--- src/rtl/chess_pkg.sv ---
// chess_pkg
// Shared definitions for the chess move-generation stages: piece type codes,
// the colour bit position inside a square nibble, the eight knight direction
// codes (shared with the square scanner) and square row/column helpers.
package chess_pkg;

    // Each square occupies one nibble of the board vector: bit 3 is colour
    // (1 = black), bits [2:0] are the piece type.
    localparam int SQ_W      = 4;
    localparam int COLOR_BIT = 3;

    localparam logic [2:0] EMPTY  = 3'd0;
    localparam logic [2:0] PAWN   = 3'd1;
    localparam logic [2:0] KNIGHT = 3'd2;
    localparam logic [2:0] BISHOP = 3'd3;
    localparam logic [2:0] ROOK   = 3'd4;
    localparam logic [2:0] QUEEN  = 3'd5;
    localparam logic [2:0] KING   = 3'd6;

    // Knight directions, (drow, dcol) with row 0 at the top of the board.
    localparam logic [2:0] UPLEFTLEFT     = 3'b000; // (-1,-2)
    localparam logic [2:0] UPUPLEFT       = 3'b001; // (-2,-1)
    localparam logic [2:0] UPUPRIGHT      = 3'b010; // (-2,+1)
    localparam logic [2:0] UPRIGHTRIGHT   = 3'b011; // (-1,+2)
    localparam logic [2:0] RIGHTRIGHTDOWN = 3'b100; // (+1,+2)
    localparam logic [2:0] DOWNDOWNRIGHT  = 3'b101; // (+2,+1)
    localparam logic [2:0] DOWNDOWNLEFT   = 3'b110; // (+2,-1)
    localparam logic [2:0] LEFTLEFTDOWN   = 3'b111; // (+1,-2)

    function automatic logic [2:0] sq_row(input logic [5:0] sq);
        return sq[5:3];
    endfunction

    function automatic logic [2:0] sq_col(input logic [5:0] sq);
        return sq[2:0];
    endfunction

endpackage

--- src/rtl/knight_target.sv ---
// knight_target
// Combinational knight target calculator, shared with the scanner stage.
// Ports:
//   pos     [5:0] source square (row = pos/8, col = pos%8)
//   dir     [2:0] knight direction code from chess_pkg
//   inRange       target lies on the board (row and column checked separately)
//   target  [5:0] destination square; only meaningful when inRange = 1
module knight_target
    import chess_pkg::*;
(
    input  logic [5:0] pos,
    input  logic [2:0] dir,
    output logic       inRange,
    output logic [5:0] target
);

    logic signed [4:0] drow;
    logic signed [4:0] dcol;
    logic signed [4:0] row_s;
    logic signed [4:0] col_s;

    always_comb begin
        drow = 5'sd0;
        dcol = 5'sd0;
        case (dir)
            UPLEFTLEFT:     begin drow = -5'sd1; dcol = -5'sd2; end
            UPUPLEFT:       begin drow = -5'sd2; dcol = -5'sd1; end
            UPUPRIGHT:      begin drow = -5'sd2; dcol =  5'sd1; end
            UPRIGHTRIGHT:   begin drow = -5'sd1; dcol =  5'sd2; end
            RIGHTRIGHTDOWN: begin drow =  5'sd1; dcol =  5'sd2; end
            DOWNDOWNRIGHT:  begin drow =  5'sd2; dcol =  5'sd1; end
            DOWNDOWNLEFT:   begin drow =  5'sd2; dcol = -5'sd1; end
            LEFTLEFTDOWN:   begin drow =  5'sd1; dcol = -5'sd2; end
            default:        begin drow =  5'sd0; dcol =  5'sd0; end
        endcase
    end

    // Row and column are offset in a signed 5-bit space so that a step off
    // any edge shows up as a negative or >7 coordinate instead of wrapping
    // into the neighbouring row.
    always_comb begin
        row_s   = $signed({2'b00, sq_row(pos)}) + drow;
        col_s   = $signed({2'b00, sq_col(pos)}) + dcol;
        inRange = (row_s >= 5'sd0) && (row_s <= 5'sd7) &&
                  (col_s >= 5'sd0) && (col_s <= 5'sd7);
        target  = {row_s[2:0], col_s[2:0]};
    end

endmodule

--- src/rtl/knight_move_gen.sv ---
// knight_move_gen
// Sequential knight move generator. Latches a board snapshot and a source
// square on start, then evaluates one knight direction per cycle, building
// a legal-destination mask, a capture mask and a move count.
// Ports:
//   clk, reset          clock and synchronous active-high reset
//   start               run request, sampled only while idle
//   bigBoard [255:0]    board, square i in bits [4i+3:4i]
//   currentPosition     source square
//   busy                high while a run is in progress
//   done                one-cycle pulse when results are valid
//   error               source square does not hold a knight
//   moveMask [63:0]     legal destinations
//   captureMask [63:0]  destinations holding an enemy piece
//   moveCount [3:0]     number of bits set in moveMask
module knight_move_gen
    import chess_pkg::*;
(
    input  logic         clk,
    input  logic         reset,
    input  logic         start,
    input  logic [255:0] bigBoard,
    input  logic [5:0]   currentPosition,
    output logic         busy,
    output logic         done,
    output logic         error,
    output logic [63:0]  moveMask,
    output logic [63:0]  captureMask,
    output logic [3:0]   moveCount
);

    typedef enum logic [1:0] {
        IDLE  = 2'd0,
        CHECK = 2'd1,
        SCAN  = 2'd2,
        DONE  = 2'd3
    } state_t;

    state_t        state_q, state_d;
    logic [2:0]    dir_q, dir_d;
    logic [255:0]  board_q, board_d;
    logic [5:0]    pos_q, pos_d;
    logic          busy_q, busy_d;
    logic          done_q, done_d;
    logic          error_q, error_d;
    logic [63:0]   move_q, move_d;
    logic [63:0]   cap_q, cap_d;
    logic [3:0]    cnt_q, cnt_d;

    logic [SQ_W-1:0] board_sq [64];
    logic [SQ_W-1:0] src_piece;
    logic [SQ_W-1:0] tgt_piece;
    logic            tgt_in_range;
    logic [5:0]      tgt_sq;

    // View the snapshot as 64 nibbles so source and target lookups are
    // plain array reads.
    for (genvar gi = 0; gi < 64; gi++) begin : g_unpack
        assign board_sq[gi] = board_q[gi*SQ_W +: SQ_W];
    end

    assign src_piece = board_sq[pos_q];
    assign tgt_piece = board_sq[tgt_sq];

    knight_target u_target (
        .pos     (pos_q),
        .dir     (dir_q),
        .inRange (tgt_in_range),
        .target  (tgt_sq)
    );

    always_comb begin
        state_d = state_q;
        dir_d   = dir_q;
        board_d = board_q;
        pos_d   = pos_q;
        done_d  = 1'b0;
        error_d = error_q;
        move_d  = move_q;
        cap_d   = cap_q;
        cnt_d   = cnt_q;

        case (state_q)
            IDLE: begin
                if (start) begin
                    board_d = bigBoard;
                    pos_d   = currentPosition;
                    move_d  = '0;
                    cap_d   = '0;
                    cnt_d   = '0;
                    error_d = 1'b0;
                    state_d = CHECK;
                end
            end
            CHECK: begin
                if (src_piece[2:0] != KNIGHT) begin
                    error_d = 1'b1;
                    state_d = DONE;
                end else begin
                    dir_d   = UPLEFTLEFT;
                    state_d = SCAN;
                end
            end
            SCAN: begin
                if (tgt_in_range) begin
                    if (tgt_piece[2:0] == EMPTY) begin
                        move_d[tgt_sq] = 1'b1;
                        cnt_d          = cnt_q + 4'd1;
                    end else if (tgt_piece[COLOR_BIT] != src_piece[COLOR_BIT]) begin
                        move_d[tgt_sq] = 1'b1;
                        cap_d[tgt_sq]  = 1'b1;
                        cnt_d          = cnt_q + 4'd1;
                    end
                end
                if (dir_q == LEFTLEFTDOWN) begin
                    state_d = DONE;
                end else begin
                    dir_d = dir_q + 3'd1;
                end
            end
            DONE: begin
                // The done pulse is registered, so it appears in the first
                // IDLE cycle, alongside busy already low.
                done_d  = 1'b1;
                state_d = IDLE;
            end
            default: begin
                state_d = IDLE;
            end
        endcase

        busy_d = (state_d != IDLE);
    end

    always_ff @(posedge clk) begin
        if (reset) begin
            state_q <= IDLE;
            dir_q   <= '0;
            busy_q  <= 1'b0;
            done_q  <= 1'b0;
            error_q <= 1'b0;
            move_q  <= '0;
            cap_q   <= '0;
            cnt_q   <= '0;
        end else begin
            state_q <= state_d;
            dir_q   <= dir_d;
            busy_q  <= busy_d;
            done_q  <= done_d;
            error_q <= error_d;
            move_q  <= move_d;
            cap_q   <= cap_d;
            cnt_q   <= cnt_d;
        end
    end

    // The snapshot is only read after a start has loaded it, so it needs no
    // reset.
    always_ff @(posedge clk) begin
        board_q <= board_d;
        pos_q   <= pos_d;
    end

    assign busy        = busy_q;
    assign done        = done_q;
    assign error       = error_q;
    assign moveMask    = move_q;
    assign captureMask = cap_q;
    assign moveCount   = cnt_q;

endmodule
--- config.mk ---
export PLATFORM = sky130hd
export DESIGN_NAME = knight_move_gen
export DESIGN_NICKNAME = d
export VERILOG_FILES = /design/src/rtl/chess_pkg.sv /design/src/rtl/knight_target.sv /design/src/rtl/knight_move_gen.sv
export SDC_FILE = /design/constraint.sdc
export NUM_CORES = 1
export LEC_CHECK = 0
export BUFFER_PORTS_ARGS = -buffer_cell sky130_fd_sc_hd__buf_4
export CAP_MARGIN = 20
export CORE_MARGIN = 2
export CORE_UTILIZATION = 58
export CTS_CLUSTER_DIAMETER = 200
export DETAILED_ROUTE_END_ITERATION = 12
export GPL_ROUTABILITY_DRIVEN = 0
export PLACE_DENSITY = 0.85
export SETUP_SLACK_MARGIN = 0.3
export SLEW_MARGIN = 25
export SYNTH_ARGS = -nofsm -noshare
export SYNTH_HDL_FRONTEND = slang
export SYNTH_SLANG_ARGS = --single-unit
--- constraint.sdc ---
create_clock -name clk -period 24.9 [get_ports clk]
set_clock_uncertainty 0.15 [all_clocks]
set_input_delay 1.245 -clock clk [delete_from_list [all_inputs] [get_ports clk]]
set_output_delay 1.245 -clock clk [all_outputs]
set_load 0.1 [all_outputs]
==> results.yml, run 1 <==
outcome:
  status: "completed"
cells_and_area:
  post-route-util_pct: 74.9
  drive_above_1_share_pct: 32.6
  layout.nets: 1920
  fill_cells: 1809
  syn2layout_area_growth_pct: 27.4
synth:
  synth_top_cell_by_area: "edfxtp_1"
  synthArstFlopShare_pct: 0
  synth-main-ff-cell: "edfxtp_1"
  ys_ff_latch: 408
  synthTopCellsByArea: "edfxtp_1 (47%), dfxtp_1 (17%), a32o_1 (3.8%)"
  synth.distinct_cells: 75
  synth-edff-count: 262
  ys_warn_count: 0
  avgSynthCellArea_um2: 13.4
  synth_top_area_share_pct: 46.6
  syn_area_um2: 16900
  synthCells: 1263
  synth_fp_nets: 1547
  ys_seq_area_share_pct: 63.9
floorplan:
  core_um2: 28700
  dieArea_um2: 30500
  die_w_um: 175
  placement_rows: 62
  die_h_um: 175
  start_util_pct: 58.8
  pin_count: 400
setup_path:
  max_stage_delay_ns: 0.70
  cpMostUsedCell: "buf_4"
  cp.depth: 14
  slowest_stage: "xor2_4"
  path_max_fanout: 66
  worst_r2r_startpoint: "pos_q[2]"
  rr_worst_depth: 14
  cp.required_ns: 25.16
  path_class: "reg2reg"
  crit_family: "buffers and inverters"
  critPathLaunch: "pos_q[2]"
  crit_chain: "buf_4 > inv_1 > ha_1 > xor2_4 > buf_4 > nand2_1 > o21ai_0 > a211oi_1 > o32a_1 > a31oi_2 > buf_4 > a21oi_4 > buf_4 > a32o_1"
  start_kind: "flop"
  endpoint_kind: "flop"
  path_buf_inv: 5
  arrival_ns: 6.06
placement:
  dp_hpwl_mm: 35.1
  numPortBuffers: 399
global_routing:
  met1_usage_pct: 39.8
  grt_pass1_vias: 12877
  grt_max_degree: 98
  grt_use_met2_pct: 53.9
  antenna_found_initial: 2
  grt_use_total_pct: 32.0
  grt_pass1_wl_mm: 74.3
  busiest_layer: "met2"
  met3_usage_pct: 7.96
  grt-ovfl-total: 0
cts:
  cts_hold_buf: 0
  clk_pin_slew_ns: 0.06
  cts-root-buf: "clkbuf_16"
  clockBufferDepth: 3
  cts_tree: "yes"
  cts-buffers-inserted: 40
  h-tree-depth: 2
  cts.sinks: 408
  post_cts_buffers: 0
  cts_resized: 0
  insertion_delay_ns: 0.53
timing:
  fin_tns_setup_ns: 0
  fin_crit_sh_pct: 23.3
  final.min_clock_period_ns: 5.81
  finalHoldViolCount: 0
  drv_slew: 0
  grt_setup_unrepaired: "false"
  whs_ns: 0.300
  worstMarginPinSlew_ns: 1.06
  slew_headroom_pct: 28.9
  setup_violations: 0
  fmax_mhz: 172
routing:
  drtAntennaViolNets: 0
  vias_per_cell: 6.32
  drt_wl_total_mm: 49.3
  dr.pass1.iters: 7
  dr_total_vias: 12961
  drc: 0
  wl_per_cell_um: 24.0
  drt_iter0_markers: 1972
power_and_ir_drop:
  p_per_area_nw_per_um2: 85.9
  ir_drop_v: 0.0000782
  power_frac_comb_pct: 21.5
  switching_power_uw: 553
  p_seq_share_pct: 45.5
  p_int_uw: 1290
  power.leakage_uw: 0.00810
  pwr-share-clk_pct: 33.0
  sw_frac_of_total_pct: 29.9
hold_path:
  holdPathStages: 2
  hp-class: "reg2reg"
  min_from: "captureMask[43]"
run:
  drv_cap: 0
-- through the flow --
stage | std cells | instance area (um2) | power, uW | setup WS [ns]
after floorplan | 1263 | 16900 | 1120 | 16.32
after global placement | 1978 | 20100 | 1230 | 19.45
after detailed placement | 1978 | 20200 | 1240 | 19.37
after CTS | 2049 | 21500 | 1840 | 19.26
after global routing | 2050 | 21500 | 1910 | 18.92
final | 2050 | 21500 | 1850 | 19.09
-- cell families (layout without fill, tap and decap cells) --
| kind of cell | count (synthesis) | count (layout) | synth area share [%] |
|---|---|---|---|
| xor gates and xnor gates | 6 | 6 | 0.400 |
| DFF | 408 | 408 | 63.9 |
| adders and majority gates | 19 | 19 | 1.50 |
| AOI/OAI and AO/OA | 276 | 276 | 12.2 |
| and+or+nand+nor | 390 | 390 | 13.4 |
| muxes | 65 | 65 | 5.75 |
| other | 0 | 1 | 0 |
| buffers and inverters | 99 | 501 | 2.82 |
-- power groups by stage --
stage	combinational (uW)	sequential [uW]	clock [uW]
after floorplan	246	876	0
after global placement	378	849	0
after detailed placement	389	853	0
after CTS	391	839	612
after global routing	421	845	642
final	397	840	610
-- layout make-up --
| class | instances | area, um2 | area share (%) |
|---|---|---|---|
| Antenna cell | 1 | 2.50 | 0.0116 |
| Inverter | 17 | 71.3 | 0.332 |
| Multi-Input combinational cell | 756 | 5730 | 26.6 |
| Tap cell | 384 | 480 | 2.23 |
| Clock buffer | 55 | 1130 | 5.26 |
| Clock inverter | 16 | 193 | 0.896 |
| Sequential cell | 408 | 10800 | 50.2 |
| Timing Repair Buffer | 413 | 3100 | 14.4 |
-- placed cells by master, fill, tap and decap left out, types with 13 or more instances in the layout --
cell	netlist	final
a21oi_1	15	13
nor3b_1	29	27
ha_1	17	16
nand2_1	104	104
o21ai_1	64	64
nand3_1	20	20
inv_1	16	15
mux2i_1	34	34
a2111oi_0	15	15
edfxtp_1	262	262
nor4_1	14	14
nor2b_1	21	21
nor2_1	72	72
a32o_1	64	64
nor3_1	30	28
buf_4	5	412
nor4b_1	20	20
mux4_2	25	25
o21ai_0	20	20
clkbuf_16	0	42
dfxtp_1	146	146
-- synthesized netlist by cell type (14+ instances only) --
cell type	instances
a2111oi_0	15
o21ai_1	64
nor4_1	14
dfxtp_1	146
a32o_1	64
nand2_1	104
ha_1	17
mux2i_1	34
o21ai_0	20
clkbuf_1	42
a21oi_1	15
nor3b_1	29
nor4b_1	20
nor3_1	30
nor2b_1	21
nand3_1	20
buf_2	21
mux4_2	25
inv_1	16
edfxtp_1	262
nor2_1	72
-- worst paths after layout --
check / slack (ns) / end
max: 19.09 / moveMask[19]
max reg2reg: 19.09 / moveMask[19]
min reg2reg: 0.30 / captureMask[43]
min: 0.30 / captureMask[43]
-- per-layer routing --
metal / routed length, um / vias to the layer above
li1: - / 5728
met1: 17600 / 6165
met2: 24000 / 896
met3: 5490 / 170
met4: 2170 / 2
met5: 17 / -
-- sequential cells by signal (all words and copies together), names as in the netlist --
register and count:
board_q 256, dir_q 3, captureMask 64, u_target.dcol 3, moveMask 64, error 1, state_q 2, pos_q 6
done 1, moveCount 4, busy 1, u_target.drow 3
-- worst min-delay path, stage by stage, from the launching register on --
cell and delay (ns):
dfxtp_1 0.31, nand2_1 0.05, o21ai_1 0.05
Note: power is estimated with default switching activity, not from simulation.
==> run 2, diff against run 1 <==
--- a/config.mk
+++ b/config.mk
@@ -8,11 +8,11 @@
 export BUFFER_PORTS_ARGS = -buffer_cell sky130_fd_sc_hd__buf_4
 export CAP_MARGIN = 20
 export CORE_MARGIN = 2
-export CORE_UTILIZATION = 58
+export CORE_UTILIZATION = 49
 export CTS_CLUSTER_DIAMETER = 200
 export DETAILED_ROUTE_END_ITERATION = 12
 export GPL_ROUTABILITY_DRIVEN = 0
-export PLACE_DENSITY = 0.85
+export PLACE_DENSITY = 0.77
 export SETUP_SLACK_MARGIN = 0.3
 export SLEW_MARGIN = 25
 export SYNTH_ARGS = -nofsm -noshare
==> constraint.sdc (replaced) <==
create_clock -name clk -period 5.3 [get_ports clk]
set_clock_uncertainty 0.15 [all_clocks]
set_input_delay 0.265 -clock clk [delete_from_list [all_inputs] [get_ports clk]]
set_output_delay 0.265 -clock clk [all_outputs]
set_load 0.1 [all_outputs]
==> run 2 against run 1 <==
Compared with the run above:
- largest power group unchanged
- critical endpoint is now moveMask[11]
- die area increased by 18%
- power grew to 5.0 times the previous value
- sequential share of layout area is 6.2 points lower
- sequential power increased to 4.7 times the previous value
- the run now ends with DRC left
- critical path type unchanged
- highest routed layer is now met4
==> results.yml, run 2 (synthesis results as in run 1) <==
setup_path:
  arrival_ns: 5.10
  path_class: "reg2reg"
  r2r_setup_slack_ns: 0.51
  slowest_stage: "xor2_4"
  start_kind: "flop"
  crit_chain: "ha_4 > fa_4 > xor2_4 > buf_4 > mux2i_1 > a2111o_1 > a22oi_1 > o32a_1 > a31oi_2 > a21oi_4 > buf_6 > a32o_1"
  endpoint_kind: "flop"
  max_stage_delay_ns: 0.78
  path_max_fanout: 66
  cp.required_ns: 5.61
hold_path:
  hp-class: "in2reg"
routing:
  wl_per_cell_um: 24.8
  dr_total_vias: 14636
  drt_wl_total_mm: 59.6
  vias_per_cell: 6.09
  dr.pass1.iters: 12
  drc: 2
  drtAntennaViolNets: 0
  drt_iter0_markers: 1823
cells_and_area:
  layout_common_cells: "buf_4 (431), dlygate4sd3_1 (264), edfxtp_1 (262), dfxtp_1 (144), nand2_1 (103)"
  largest_register_ffs: 256
  mostFrequentLayoutCell: "buf_4"
  drive_above_1_share_pct: 29.6
  syn2layout_area_growth_pct: 45.4
  regMostFlops: "board_q"
  layout.nets: 2206
floorplan:
  core_um2: 33700
  dieArea_um2: 35900
  die_h_um: 190
  placement_rows: 67
  die_w_um: 190
  pin_count: 400
  start_util_pct: 50.1
timing:
  fin_tns_setup_ns: 0
  grt_setup_unrepaired: "false"
  fmax_mhz: 209
  whs_ns: 0.293
  worstMarginPinSlew_ns: 1.10
  setup_violations: 0
  finalHoldViolCount: 0
  final.min_clock_period_ns: 4.79
  drv_slew: 0
  fin_crit_sh_pct: 90.4
  slew_headroom_pct: 26.0
cts:
  clk_pin_slew_ns: 0.07
  cts_tree: "yes"
  cts.sinks: 408
  cts-buffers-inserted: 41
  insertion_delay_ns: 0.54
  cts-root-buf: "clkbuf_16"
  clockBufferDepth: 3
  h-tree-depth: 2
  post_cts_buffers: 0
placement:
  numPortBuffers: 399
  dp_hpwl_mm: 36.9
power_and_ir_drop:
  pwr-share-clk_pct: 33.9
  sw_frac_of_total_pct: 30.6
  ir_drop_v: 0.000269
  power.leakage_uw: 0.00939
  p_int_uw: 6430
  p_seq_share_pct: 42.8
  p_per_area_nw_per_um2: 378
  power_frac_comb_pct: 23.3
  switching_power_uw: 2840
global_routing:
  grt_max_degree: 82
  grt_use_total_pct: 32.4
  grt-ovfl-total: 0
  grt_pass1_wl_mm: 88.0
  antenna_found_initial: 1
  grt_pass1_vias: 14486
run:
  drv_cap: 0
outcome:
  violations: "DRC"
  status: "complete, but fails checks"
## run 2: worst max-delay path: cells and delay by family, from the launching register on
family                     cells  cell delay, ns
xor gates and xnor gates       1            0.78
buffers and inverters          2            0.80
adders and majority gates      2            0.73
DFF                            1            0.44
AOI/OAI and AO/OA              6            1.66
muxes                          1            0.11
## run 2: layer usage
layer / vias up / wire length [um] / share of wire (%) / global-route usage (%)
met4: 0 / 3350 / 5.6 / 15.7
met3: 228 / 6050 / 10 / 5.61
met2: 1131 / 28700 / 48 / 54.9
li1: 6296 / - / - / -
met1: 6981 / 21500 / 36 / 40.5
met5: - / 0 / 0 / 0
## run 2: path summary, 6_finish.rpt
kind              cells after the start       startpoint               to
setup / recovery                     12         pos_q[0]     moveMask[11]
hold / removal                        2    bigBoard[218]     board_q[218]
setup reg to reg                     12         pos_q[0]     moveMask[11]
hold reg to reg                       2  captureMask[13]  captureMask[13]
## run 2: repair_timing
action / in CTS / in global routing
setup endpoints to repair: 0 / 66
hold buffers: 264 / 0
endpoints found under the hold margin: 270 / 0
gates resized for setup: 0 / 1
## run 2: power by group through the flow
stage / combinational (uW) / clock [uW] / sequential, uW
final: 2160 / 3140 / 3970
after global routing: 2280 / 3280 / 3990
after CTS: 2080 / 3110 / 3940
after detailed placement: 1920 / 0 / 4000
after global placement: 1900 / 0 / 3990
after floorplan: 1180 / 0 / 4090
## run 2: through the flow
step / instances / cell area (um2) / utilization [%] / power, uW / worst slack, ns
6_report: 2405 / 24500 / 72.8 / 9270 / 0.507
5_1_grt: 2403 / 24500 / 72.8 / 9540 / 0.393
4_1_cts: 2401 / 24500 / 72.7 / 9130 / 0.462
3_5_place_dp: 2062 / 20400 / 60.6 / 5920 / 0.490
3_3_place_gp: 2062 / 20400 / 60.6 / 5880 / 0.519
2_1_floorplan: 1263 / 17000 / - / 5270 / -0.762
## run 2: final cells by class
| class | count | area, um2 |
|---|---|---|
| antenna | 3 | 7.51 |
| clock buffer | 52 | 1200 |
| clock inverter | 23 | 256 |
| fill | 2092 | 9160 |
| inverter | 17 | 67.6 |
| multi-input combinational | 757 | 5740 |
| sequential | 408 | 10800 |
| tap | 448 | 561 |
| timing repair buffer | 697 | 5910 |
==> run 3, diff against run 2 <==
--- a/config.mk
+++ b/config.mk
@@ -8,11 +8,11 @@
 export BUFFER_PORTS_ARGS = -buffer_cell sky130_fd_sc_hd__buf_4
 export CAP_MARGIN = 20
 export CORE_MARGIN = 2
-export CORE_UTILIZATION = 49
+export CORE_UTILIZATION = 54
 export CTS_CLUSTER_DIAMETER = 200
 export DETAILED_ROUTE_END_ITERATION = 12
 export GPL_ROUTABILITY_DRIVEN = 0
-export PLACE_DENSITY = 0.77
+export PLACE_DENSITY = 0.8
 export SETUP_SLACK_MARGIN = 0.3
 export SLEW_MARGIN = 25
 export SYNTH_ARGS = -nofsm -noshare
==> constraint.sdc (replaced) <==
create_clock -name clk -period 5.08 [get_ports clk]
set_clock_uncertainty 0.15 [all_clocks]
set_input_delay 0.254 -clock clk [delete_from_list [all_inputs] [get_ports clk]]
set_output_delay 0.254 -clock clk [all_outputs]
set_load 0.1 [all_outputs]
==> run 3 against run 2 <==
Compared with the run above:
- the run now ends clean
- register-to-register slack lost 0.16 ns
- global-route usage grew 4.9 points
- cell area shrank 0.62%
- power grew 2.4%
- critical path depth is the same
- non-clock buffer count grew 5
- count of clock-buffer cells in the layout grew 7
- sequential power grew 5%
- flip-flop and latch count is the same
- final cell count shrank 2.1%
- critical path type unchanged
==> results.yml, run 3 (synthesis results as in run 1) <==
outcome:
  status: "completed"
hold_path:
  holdPathStages: 2
  hp-class: "in2reg"
  hold_end: "board_q[41]"
  min_from: "bigBoard[41]"
timing:
  fin_crit_sh_pct: 93.1
  drv_slew: 0
  final.min_clock_period_ns: 4.73
  worstMarginPinSlew_ns: 1.12
  fmax_mhz: 211
  grt_setup_unrepaired: "false"
  slew_headroom_pct: 25.5
  finalHoldViolCount: 0
  setup_violations: 0
global_routing:
  grt_max_degree: 185
  grt_pass1_wl_mm: 92.9
  grt-ovfl-total: 0
  grt_use_total_pct: 37.3
  grt_pass1_vias: 15181
  antenna_found_initial: 3
cts:
  cts-buffers-inserted: 41
  insertion_delay_ns: 0.55
  h-tree-depth: 2
  clockBufferDepth: 3
  cts_tree: "yes"
  clk_pin_slew_ns: 0.07
  cts_resized: 0
  cts-root-buf: "clkbuf_16"
  cts.sinks: 408
setup_path:
  rr_worst_depth: 12
  path_max_fanout: 53
  cp.required_ns: 5.40
  endpoint_kind: "flop"
  r2r_end: "moveMask[14]"
  critPathLaunch: "pos_q[0]"
  path_class: "reg2reg"
  start_kind: "flop"
  r2r_setup_slack_ns: 0.35
  worst_r2r_startpoint: "pos_q[0]"
  arrival_ns: 5.05
routing:
  drc: 0
  vias_per_cell: 6.43
  drt_iter0_markers: 2495
  top_layer_used: "met5"
  dr_total_vias: 15132
  wl_per_cell_um: 26.6
  drtAntennaViolNets: 0
  wl_met1_mm: 20.9
  wl_met2_mm: 30.0
  wl_met3_mm: 7.43
  dr.pass1.iters: 6
  drt_wl_total_mm: 62.6
power_and_ir_drop:
  p_per_area_nw_per_um2: 390
  ir_drop_v: 0.000329
  power.leakage_uw: 0.00932
floorplan:
  start_util_pct: 55.0
  pin_count: 400
  placement_rows: 64
  core_um2: 30700
  die_h_um: 181
  dieArea_um2: 32700
  die_w_um: 181
cells_and_area:
  regMostFlops: "board_q"
  post-route-util_pct: 79.5
  layout.nets: 2210
  syn2layout_area_growth_pct: 44.5
  drive_above_1_share_pct: 28.8
  mostFrequentLayoutCell: "buf_4"
  largest_register_ffs: 256
  fill_cells: 1580
  design_area_um2: 24400
  layout_common_cells: "buf_4 (431), dlygate4sd3_1 (265), edfxtp_1 (262), dfxtp_1 (144), nand2_1 (103)"
placement:
  dp_hpwl_mm: 36.3
  numPortBuffers: 399
  placed_area_um2: 20400
run:
  drv_cap: 0
## run 3: cell types whose count changed in the layout (fill, tap and decap cells not counted), moves of 3 or more
cell and change:
clkbuf_8 -5, clkbuf_1 +14, clkinv_1 +3, clkinv_2 -6
buf_12 +4, bufinv_16 -3
## run 3: routing by layer
metal | global-route usage (%) | vias up
li1 | - | 6317
met1 | 44.8 | 7118
met2 | 62.6 | 1387
met3 | 7.92 | 308
met4 | 21.0 | 2
met5 | 0 | -
## run 3: final cells by class
| class | count | area, um2 | area share (%) |
|---|---|---|---|
| clock buffer | 59 | 1140 | 4.66 |
| multi-input combinational | 756 | 5720 | 23.5 |
| sequential | 408 | 10800 | 44.3 |
| inverter | 17 | 67.6 | 0.277 |
| tap | 396 | 495 | 2.03 |
| clock inverter | 15 | 148 | 0.606 |
| timing repair buffer | 702 | 6020 | 24.7 |
| antenna | 2 | 5.00 | 0.0205 |
## run 3: how the worst max path moves through the flow
stage / depth (start not counted) / endpoint / slack [ns]
floorplan: 10 / moveCount[3] / -0.98
global placement: 12 / moveMask[11] / 0.59
detailed placement: 12 / moveMask[63] / 0.48
CTS: 12 / moveMask[63] / 0.45
global route: 12 / moveMask[63] / 0.33
finish: 12 / moveMask[14] / 0.35
## run 3: what timing repair did
action | 4_1_cts | 5_1_grt
buffers inserted | 0 | 6
endpoints found under the setup margin | 0 | 53
hold buffers | 265 | 0
hold endpoints to repair | 270 | 0
## run 3: report_power, final
group	switching [uW]	internal, uW	total (uW)
logic	1480	873	2350
clock network	1330	1670	3000
registers	215	3940	4150
total	3020	6480	9500
## run 3: metrics by stage
step | TNS, ns | hold WS [ns] | power (uW) | worst slack, ns | cells
final | 0 | 0.269 | 9500 | 0.350 | 2355
after floorplan | -119.00 | 0.203 | 5500 | -0.982 | 1263
after detailed placement | 0 | 0.283 | 6180 | 0.481 | 2007
after global routing | 0 | 0.272 | 9700 | 0.332 | 2354
after global placement | 0 | 0.283 | 6140 | 0.594 | 2007
after CTS | 0 | 0.261 | 9230 | 0.449 | 2346
## run 3: critical path, stage by stage (launching register included)
cell and delay, ns:
edfxtp_1 0.45, ha_4 0.20, fa_4 1.04, buf_12 0.24, buf_4 0.30, nor3_1 0.12
a2111o_1 0.39, a22oi_1 0.45, o32a_1 0.27, a31oi_2 0.16, a21oi_4 0.36, buf_12 0.28
a32o_1 0.21
